File: src/rtl/seg_display_pkg.sv
// Shared types and constants for the 6-digit 7-segment time display driver.
package seg_display_pkg;

    // Conversion sweep states: snapshot, three BCD conversions, display load.
    typedef enum logic [2:0] {
        CAPTURE,
        CONV_SEC,
        CONV_MIN,
        CONV_HR,
        UPDATE
    } conv_state_t;

    localparam int DIGITS = 6;
    localparam int BCD_W  = 4;

    // Active-low gfedcba patterns for decimal digits 0..9.
    localparam logic [6:0] SEG_CODE [10] = '{
        7'h40, 7'h79, 7'h24, 7'h30, 7'h19,
        7'h12, 7'h02, 7'h78, 7'h00, 7'h10
    };

    // Non-decimal codes blank the digit rather than index past the table.
    function automatic logic [6:0] seg_encode(input logic [BCD_W-1:0] d);
        logic [6:0] code;
        code = 7'h7F;
        if (d <= 4'd9) begin
            code = SEG_CODE[d];
        end
        return code;
    endfunction

endpackage

File: src/rtl/bin2bcd_seq.sv
// Sequential double-dabble: 7-bit binary to {hundreds, tens, ones} BCD.
// One load cycle on start, then seven shift/add-3 cycles; done pulses for
// one cycle once the result is valid and holds until the next start.
module bin2bcd_seq
    import seg_display_pkg::*;
(
    input  logic             clk,
    input  logic             rst,
    input  logic             start,
    input  logic [6:0]       bin,
    output logic [BCD_W-1:0] hundreds,
    output logic [BCD_W-1:0] tens,
    output logic [BCD_W-1:0] ones,
    output logic             done
);

    // {hundreds, tens, ones, binary} working register
    logic [18:0] sr_p0;
    logic [2:0]  cnt;
    logic        busy;

    // One double-dabble iteration: correct each BCD nibble, then shift left.
    function automatic logic [18:0] dabble_step(input logic [18:0] s);
        logic [18:0] r;
        r = s;
        if (r[10:7]  >= 4'd5) r[10:7]  = r[10:7]  + 4'd3;
        if (r[14:11] >= 4'd5) r[14:11] = r[14:11] + 4'd3;
        if (r[18:15] >= 4'd5) r[18:15] = r[18:15] + 4'd3;
        return {r[17:0], 1'b0};
    endfunction

    // Shift register datapath: load on start, iterate while busy.
    always_ff @(posedge clk) begin
        if (start) begin
            sr_p0 <= {12'd0, bin};
        end else if (busy) begin
            sr_p0 <= dabble_step(sr_p0);
        end
    end

    // Iteration counter and completion flag.
    always_ff @(posedge clk) begin
        if (rst) begin
            cnt  <= 3'd0;
            busy <= 1'b0;
            done <= 1'b0;
        end else if (start) begin
            cnt  <= 3'd7;
            busy <= 1'b1;
            done <= 1'b0;
        end else if (busy) begin
            cnt <= cnt - 3'd1;
            if (cnt == 3'd1) begin
                busy <= 1'b0;
                done <= 1'b1;
            end
        end else begin
            done <= 1'b0;
        end
    end

    assign hundreds = sr_p0[18:15];
    assign tens     = sr_p0[14:11];
    assign ones     = sr_p0[10:7];

endmodule

File: src/rtl/seg_display_drv.sv
// Time display driver: snapshots sec/min/hr, converts them to BCD with one
// shared sequential converter in a 26-cycle sweep, and scans six
// common-anode 7-segment digits with active-low segments and anodes.
module seg_display_drv
    import seg_display_pkg::*;
#(
    parameter int REFRESH_DIV = 50000
) (
    input  logic       clk,
    input  logic       rst,
    input  logic [6:0] sec,
    input  logic [6:0] min,
    input  logic [4:0] hr,
    output logic [6:0] seg,
    output logic       dp,
    output logic [5:0] an,
    output logic       conv_busy,
    output logic       range_err
);

    localparam int DIV_W = (REFRESH_DIV > 2) ? $clog2(REFRESH_DIV) : 1;
    localparam logic [DIV_W-1:0] DIV_LAST = DIV_W'(REFRESH_DIV - 1);

    conv_state_t state, state_nxt;
    logic [2:0]  phase;

    logic [6:0]       snap_sec, snap_min, snap_hr;
    logic             start;
    logic [6:0]       conv_in;
    logic [BCD_W-1:0] bcd_h, bcd_t, bcd_o;
    logic             conv_done;
    logic             over;
    logic [BCD_W-1:0] clamp_t, clamp_o;

    logic [BCD_W-1:0] sec_t, sec_o, min_t, min_o;
    logic             sec_over, min_over;
    logic [BCD_W-1:0] disp [DIGITS];

    logic [DIV_W-1:0] div;
    logic [2:0]       idx, idx_nxt;

    bin2bcd_seq u_bin2bcd (
        .clk      (clk),
        .rst      (rst),
        .start    (start),
        .bin      (conv_in),
        .hundreds (bcd_h),
        .tens     (bcd_t),
        .ones     (bcd_o),
        .done     (conv_done)
    );

    // Any nonzero hundreds digit means the field exceeded 99: show 99.
    assign over    = (bcd_h != 4'd0);
    assign clamp_t = over ? 4'd9 : bcd_t;
    assign clamp_o = over ? 4'd9 : bcd_o;

    // Sweep state register; phase counts cycles within the current state.
    always_ff @(posedge clk) begin
        if (rst) begin
            state <= CAPTURE;
            phase <= 3'd0;
        end else begin
            state <= state_nxt;
            phase <= (state_nxt != state) ? 3'd0 : phase + 3'd1;
        end
    end

    // Sweep sequencing: each conversion state starts the converter on its
    // first cycle and runs eight cycles in total.
    always_comb begin
        state_nxt = state;
        start     = 1'b0;
        conv_in   = snap_hr;
        case (state)
            CAPTURE: state_nxt = CONV_SEC;
            CONV_SEC: begin
                conv_in = snap_sec;
                start   = (phase == 3'd0);
                if (phase == 3'd7) state_nxt = CONV_MIN;
            end
            CONV_MIN: begin
                conv_in = snap_min;
                start   = (phase == 3'd0);
                if (phase == 3'd7) state_nxt = CONV_HR;
            end
            CONV_HR: begin
                conv_in = snap_hr;
                start   = (phase == 3'd0);
                if (phase == 3'd7) state_nxt = UPDATE;
            end
            UPDATE:  state_nxt = CAPTURE;
            default: state_nxt = CAPTURE;
        endcase
    end

    assign conv_busy = (state != CAPTURE);

    // Snapshot the inputs once per sweep so the display is never mixed-time.
    always_ff @(posedge clk) begin
        if (state == CAPTURE) begin
            snap_sec <= sec;
            snap_min <= min;
            snap_hr  <= {2'b00, hr};
        end
    end

    // Hold each finished field until the whole sweep is loaded at UPDATE;
    // a field's result is ready on the first cycle of the following state.
    always_ff @(posedge clk) begin
        if (conv_done && state == CONV_MIN) begin
            sec_t    <= clamp_t;
            sec_o    <= clamp_o;
            sec_over <= over;
        end
        if (conv_done && state == CONV_HR) begin
            min_t    <= clamp_t;
            min_o    <= clamp_o;
            min_over <= over;
        end
    end

    // Display registers and range flag load together at UPDATE.
    always_ff @(posedge clk) begin
        if (rst) begin
            for (int i = 0; i < DIGITS; i++) disp[i] <= '0;
            range_err <= 1'b0;
        end else if (state == UPDATE) begin
            disp[0]   <= sec_o;
            disp[1]   <= sec_t;
            disp[2]   <= min_o;
            disp[3]   <= min_t;
            disp[4]   <= clamp_o;
            disp[5]   <= clamp_t;
            range_err <= sec_over | min_over | over;
        end
    end

    assign idx_nxt = (idx == 3'd5) ? 3'd0 : idx + 3'd1;

    // Digit scan: the segment pattern is sampled only when a digit is
    // selected, so display updates never change a digit while it is lit.
    always_ff @(posedge clk) begin
        if (rst) begin
            div <= '0;
            idx <= 3'd0;
            an  <= 6'b111110;
            seg <= SEG_CODE[0];
            dp  <= 1'b1;
        end else if (div == DIV_LAST) begin
            div <= '0;
            idx <= idx_nxt;
            an  <= ~(6'b000001 << idx_nxt);
            seg <= seg_encode(disp[idx_nxt]);
            dp  <= ~((idx_nxt == 3'd2) || (idx_nxt == 3'd4));
        end else begin
            div <= div + DIV_W'(1);
        end
    end

endmodule

File: config.mk
export PLATFORM = sky130hd
export DESIGN_NAME = seg_display_drv
export DESIGN_NICKNAME = d
export VERILOG_FILES = /design/src/rtl/seg_display_pkg.sv /design/src/rtl/bin2bcd_seq.sv /design/src/rtl/seg_display_drv.sv
export SDC_FILE = /design/constraint.sdc
export NUM_CORES = 1
export LEC_CHECK = 0
export ABC_AREA = 1
export BUFFER_PORTS_ARGS = -buffer_cell sky130_fd_sc_hd__buf_2
export CORE_UTILIZATION = 40
export CTS_CLUSTER_SIZE = 24
export DETAILED_ROUTE_END_ITERATION = 10
export SETUP_SLACK_MARGIN = 0.5
export SKIP_CTS_REPAIR_TIMING = 1
export SYNTH_ARGS = -nofsm -noshare
export SYNTH_HDL_FRONTEND = slang
export SYNTH_HIERARCHICAL = 1
export SYNTH_SLANG_ARGS = --single-unit
File: constraint.sdc
create_clock -name clk -period 5.5 [get_ports clk]
set_clock_uncertainty 0.05 [all_clocks]
set_input_delay 0 -clock clk [delete_from_list [all_inputs] [get_ports clk]]
set_output_delay 0 -clock clk [all_outputs]
set_load 0.02 [all_outputs]
Yosys cells after proc, flatten, opt, wreduce, memory -nomap -nowiden
Memory sizes are Yosys's and may differ from the RTL's. Cells that the tools add are included.

$add $sub $neg: 7. $lt $le $gt $ge: 5. Equal/unequal tests: 11. Shift-type cells: 1. Mux-type cells: 33. Bitwise gates (word level): 12. Reductions and logical operators: 12.

Operators with widths (count): $mux W4 (10); $mux W7 (5); $mux W3 (7); $add A16 B1 Y16 const B (1); $eq A16 B16 Y1 const B (1); $pmux W7 S2 (1); $eq A3 B3 Y1 const B (4); $ge A4 B3 Y1 const B (3); $pmux W3 S4 (1); $eq A3 B2 Y1 const B (3); $mux W1 (9); $add A4 B2 Y4 const B (2); $or A1 B1 Y1 (8); $add A3 B1 Y3 const B (2); $eq A3 B1 Y1 const B (2); $logic_not A3 Y1 (2); $not A6 Y6 (1); $reduce_or A3 Y1 (2); $shl A1 B3 Y6 const A (1); $ge A5 B5 Y1 const B (1); $not A4 Y5 (1); $le A4 B4 Y1 const B (1); $reduce_bool A4 Y1 (1); $reduce_or A2 Y1 (2); 8 further kinds (10).

Register bits: 101. RAM bits: 24. Memory bits (read-only): 112. Word-level logic and storage cells: 105. Memories: 2.

Memory list: (name not given) (depth 16, bits a word 7, read ports 1, clocked after Yosys merged registers in 0, wr ports 0, line seg_display_pkg.sv:27) `code = SEG_CODE[d];`; disp (depth 6, bits a word 4, read ports 1, clocked after Yosys merged registers in 0, wr ports 6, line seg_display_drv.sv:37) `logic [BCD_W-1:0] disp [DIGITS];`.

Depth between registers and ports, before layout
An unclocked memory read counts as a cell.

Word-level depth: 8. Depth in mapped cells: 15. Depth with buffers taken out: 13.

By module
Netlist, hierarchy kept.

By module, submodules not included: seg_display_drv (instances 1, cells an instance 462, area an instance 4434.3 sq um); bin2bcd_seq (instances 1, cells an instance 171, area an instance 1303.8 sq um).

Worst setup path after synthesis
Ideal clock, no wire load.

Path kind: reg-to-reg. Start: register state[0]. End: register min_o[0] (enable). Library setup time: 0.399 ns. Data arrival time: 1.423 ns. Required time: 5.051 ns. Setup slack: 3.628 ns. Stages on the path, launching flop included: 3. Path buffers: 0. Cell sequence: dfxtp_1 > inv_1 > nor4_1.

Cells in the longest elaborated chain, start to end: 2.

Ends and longest elaborated chain: start, declared (line seg_display_drv.sv:24) `conv_state_t state, state_nxt;`; start signal, assigned (line seg_display_drv.sv:64) `state <= state_nxt;`; $eq A3 B2 Y1 (line seg_display_drv.sv:116) `if (conv_done && state == CONV_HR) begin`; $logic_and A1 B1 Y1 (line seg_display_drv.sv:116); end signal, assigned (line seg_display_drv.sv:118) `min_o <= clamp_o;`; end, declared (line seg_display_drv.sv:35) `logic [BCD_W-1:0] sec_t, sec_o, min_t, min_o;`.

No other way between the ends. A chain may end at the register's enable or synchronous reset.

Worst setup path in the final report
Start: register idx[0]. End: register seg[3].

Cells in the longest elaborated chain, start to end: 8.

Ends and longest elaborated chain: start, declared (line seg_display_drv.sv:40) `logic [2:0] idx, idx_nxt;`; start signal, assigned (line seg_display_drv.sv:152) `idx <= idx_nxt;`; $add A3 B1 Y3 / $eq A3 B3 Y1 (equally long branches) (line seg_display_drv.sv:139) `assign idx_nxt = (idx == 3'd5) ? 3'd0 : idx + 3'd1;`; $mux W3 (*) (line seg_display_drv.sv:139); $mem_v2 Z6 W4 (*); $not A4 Y5 (implied by the code) (line seg_display_pkg.sv:27); $mem_v2 Z16 W7; $mux W7 (implied by the code) (2 in a row) (line seg_display_pkg.sv:27); $mux W7 (*) (line seg_display_pkg.sv:26) `if (d <= 4'd9) begin`; end signal, assigned (line seg_display_drv.sv:148) `seg <= SEG_CODE[0];`; end signal, assigned (line seg_display_drv.sv:154) `seg <= seg_encode(disp[idx_nxt]);`; end, declared (line seg_display_drv.sv:14) `output logic [6:0] seg,`.

Every way passes the cells marked *; elsewhere a longest branch is shown, timed or not. The select of a mux whose other input is x is not followed.

==> metrics <==
status=finished clean; DR vias/cell=4.727; R2R depth=13; EDFF count, synth=68; clock group share of total power=52.3%; I/O pins=37; Diodes inserted=0; hold depth=2; setup TNS=0 ns; Tightest Pin Transition=0.9638 ns; syn nets=669; r2r setup slk=3.15 ns; Port-buffer cells=36; post-layout minimum cycle time=2.355 ns; fmax=0.4247 GHz; largest area contributor in the netlist=edfxtp_1; internal power=1.867 mW; VDD IR-drop max=0.0002690 V; antenna violations before repair=0; Horiz. Die Dim=121.8 um; Switch Pwr=0.5074 mW; Iteration-0 DRC Markers=300; CTS tree=built; top routing layer in use=met4; ys flop type=edfxtp_1; die height=121.8 um; Synth Instances=633; Routability Congestion=0.8294; RR Endpoint=seg[3]$_SDFFE_PP0P_; Mapped Area=5738 sq um; sequential share of power=43.3%; largest net degree at the start of global routing=26; CTS root buf=clkbuf_16; Hold Crit Class=in -> reg; hpwl dp=7212 um; Detailed Route WL=10640 um; Starting Density=41.18%; Hold Startpoint=min[2]; Fin. Hold Viols=0; Final setup viols=0; Antenna Nets Post-Route=0; total CTS buffers=17; FF-to-FF Start=idx[0]$_SDFFE_PP0P_; # H-tree levels=4; commonest cells in the netlist=143 x nand2_1, 88 x inv_1, 70 x nor2_1; ys async rst share=0%; Clock Latency Late Sink=0.41 ns; wire length on met1=4657 um; Static Leakage=3.055 nW; DRC violations left=0; sw frac=21.37%; Die ar.=14830 sq um; clk buf depth=2; met2 WL post-DR=5540 um; Logic pwr share=4.3%; RSZ-0062 raised after global routing=false; final core occ=49.06%; most numerous cell in the Yosys netlist=nand2_1; first-pass GRT wire length=17550 um; Min-Delay Endpoint=snap_min[2]$_DFFE_PP_; gr ovfl total=0; nets=723; clock slew at reported path FFs=0.06 ns; vias in the first global route=4017; GRT Overall Usage=15.17%; startpoint types=register; Critical Path RT=5.79 ns; Yosys reg bits=125; Distinct cells, synth=42; Max Fanout on Critical Path=17; synthesis-to-layout area growth=19.15%; Slew HR=35.59%; Final period util=42.81%; worst path arrival time=2.65 ns; register area share after synthesis=55.47%; Synth top area share=35.59%; top post-synthesis cells by area=edfxtp_1 36%, dfxtp_1 20%, nand2_1 9.4%, inv_1 5.8%, nor2_1 4.6%; clk sink count=125; core region area=13930 sq um; row count=43; Pre-antenna DRT Iters=5; crit end category=register; via count=4160; WS Path Type=reg -> reg; worst setup margin=3.145 ns; Slew Limit Fails=0; share of cells above drive strength 1=16.86%; Avg Cell Area, Syn=9.065 sq um; Avg WL per Cell=12.09 um; Setup WS pre-CTS=3.178 ns; DR WL met3=262 um; number of warnings issued by yosys=6; PD cells=347.3 nW/um^2; # Max-Cap Violations=0
-- layer usage --
metal  up-vias  global-route usage (%)
met3        18                   4.073
met2        65                   27.08
met5         -                       0
met4         0                   6.481
li1       2150                       -
met1      1927                   16.85
-- per-stage QoR --
stage	std cells	power (mW)	instance area, sq um	hold WS (ns)
finish	880	2.375	6837	0.2435
floorplan	633	1.116	5738	0.02238
detailed placement	828	1.140	5977	0.1284
global route	880	2.455	6837	0.2356
CTS	860	2.386	6636	-0.3027
global placement	828	1.136	5977	0.1265
-- critical path: stages, from the launching register on --
cell and delay (ns):
dfxtp_1 0.83, inv_6 0.15, nand2_2 0.10, nand3_2 0.13, nand2_1 0.10, nand3_1 0.09
nand2_2 0.13, inv_1 0.10, ha_1 0.27, nand3_1 0.08, nand2_1 0.05, inv_1 0.05
nand2_1 0.05, a21oi_1 0.12
-- cells in the final DEF, fill, tap and decap left out, types with 4 or more instances in the layout --
cell           netlist  routed
clkbuf_16            0      17
inv_1               88      88
nand3_1             39      39
buf_2                1      36
nor3_1              12      12
nand2_1            143     143
nand2_2              9       9
ha_1                15      15
o21ai_1              5       5
a21oi_1             25      25
dlygate4sd3_1        0      20
nand2_4              6       6
dfxtp_1             57      57
edfxtp_1            68      68
o21ai_0             19      19
inv_6                1       6
or2_2                4       4
o221ai_1             5       5
inv_2                8       8
o22ai_1              4       4
bufinv_16            0       5
nor2_1              70      70
-- cells by family (layout without fill, tap and decap cells) --
group           after synthesis  in the layout  share of synthesized area, %
compound gates               64             64                         6.498
xor+xnor                      3              3                        0.4580
flops                       125            125                         55.47
buf+inv                     124            191                         10.01
fa+ha+maj                    15             15                         3.271
simple gates                302            302                         24.29
-- power by group through the flow --
stage / clock, mW / combinational (mW) / sequential, mW
global placement: 0 / 0.0877 / 1.05
finish: 1.24 / 0.103 / 1.03
floorplan: 0 / 0.0719 / 1.04
CTS: 1.26 / 0.0926 / 1.03
detailed placement: 0 / 0.0915 / 1.05
global route: 1.31 / 0.118 / 1.03
-- final cells by class --
type                       instances  area, sq um
fill                            1264         7098
timing repair buffer              59        402.9
inverter                         100        385.4
clock inverter                    15        234.0
clock buffer                      17        425.4
multi-input combinational        384         1981
tap                              180        225.2
sequential                       125         3183
-- sequential cells by signal (all words and copies together), names as in the netlist, 3 cells and up --
register         count
idx                  3
seg                  7
u_bin2bcd/cnt        3
min_t                4
an                   6
phase                3
min_o                4
snap_hr              5
sec_o                4
div                 16
state                3
disp                24
snap_sec             7
sec_t                4
u_bin2bcd/sr_p0     19
snap_min             7
-- how the worst max path moves through the flow --
| stage | start | endpoint | slack (ns) | cells after the start |
|---|---|---|---|---|
| after floorplan | state[0]$_SDFF_PP0_ | min_o[0]$_DFFE_PP_ | 3.63 | 2 |
| after global placement | idx[0]$_SDFFE_PP0P_ | seg[3]$_SDFFE_PP0P_ | 3.26 | 13 |
| after detailed placement | idx[0]$_SDFFE_PP0P_ | seg[3]$_SDFFE_PP0P_ | 3.18 | 13 |
| after CTS | idx[0]$_SDFFE_PP0P_ | seg[6]$_SDFFE_PP1P_ | 3.15 | 12 |
| after global routing | idx[0]$_SDFFE_PP0P_ | seg[3]$_SDFFE_PP0P_ | 2.86 | 13 |
| final | idx[0]$_SDFFE_PP0P_ | seg[3]$_SDFFE_PP0P_ | 3.15 | 13 |
No activity file was read; power rests on OpenSTA's default activity.
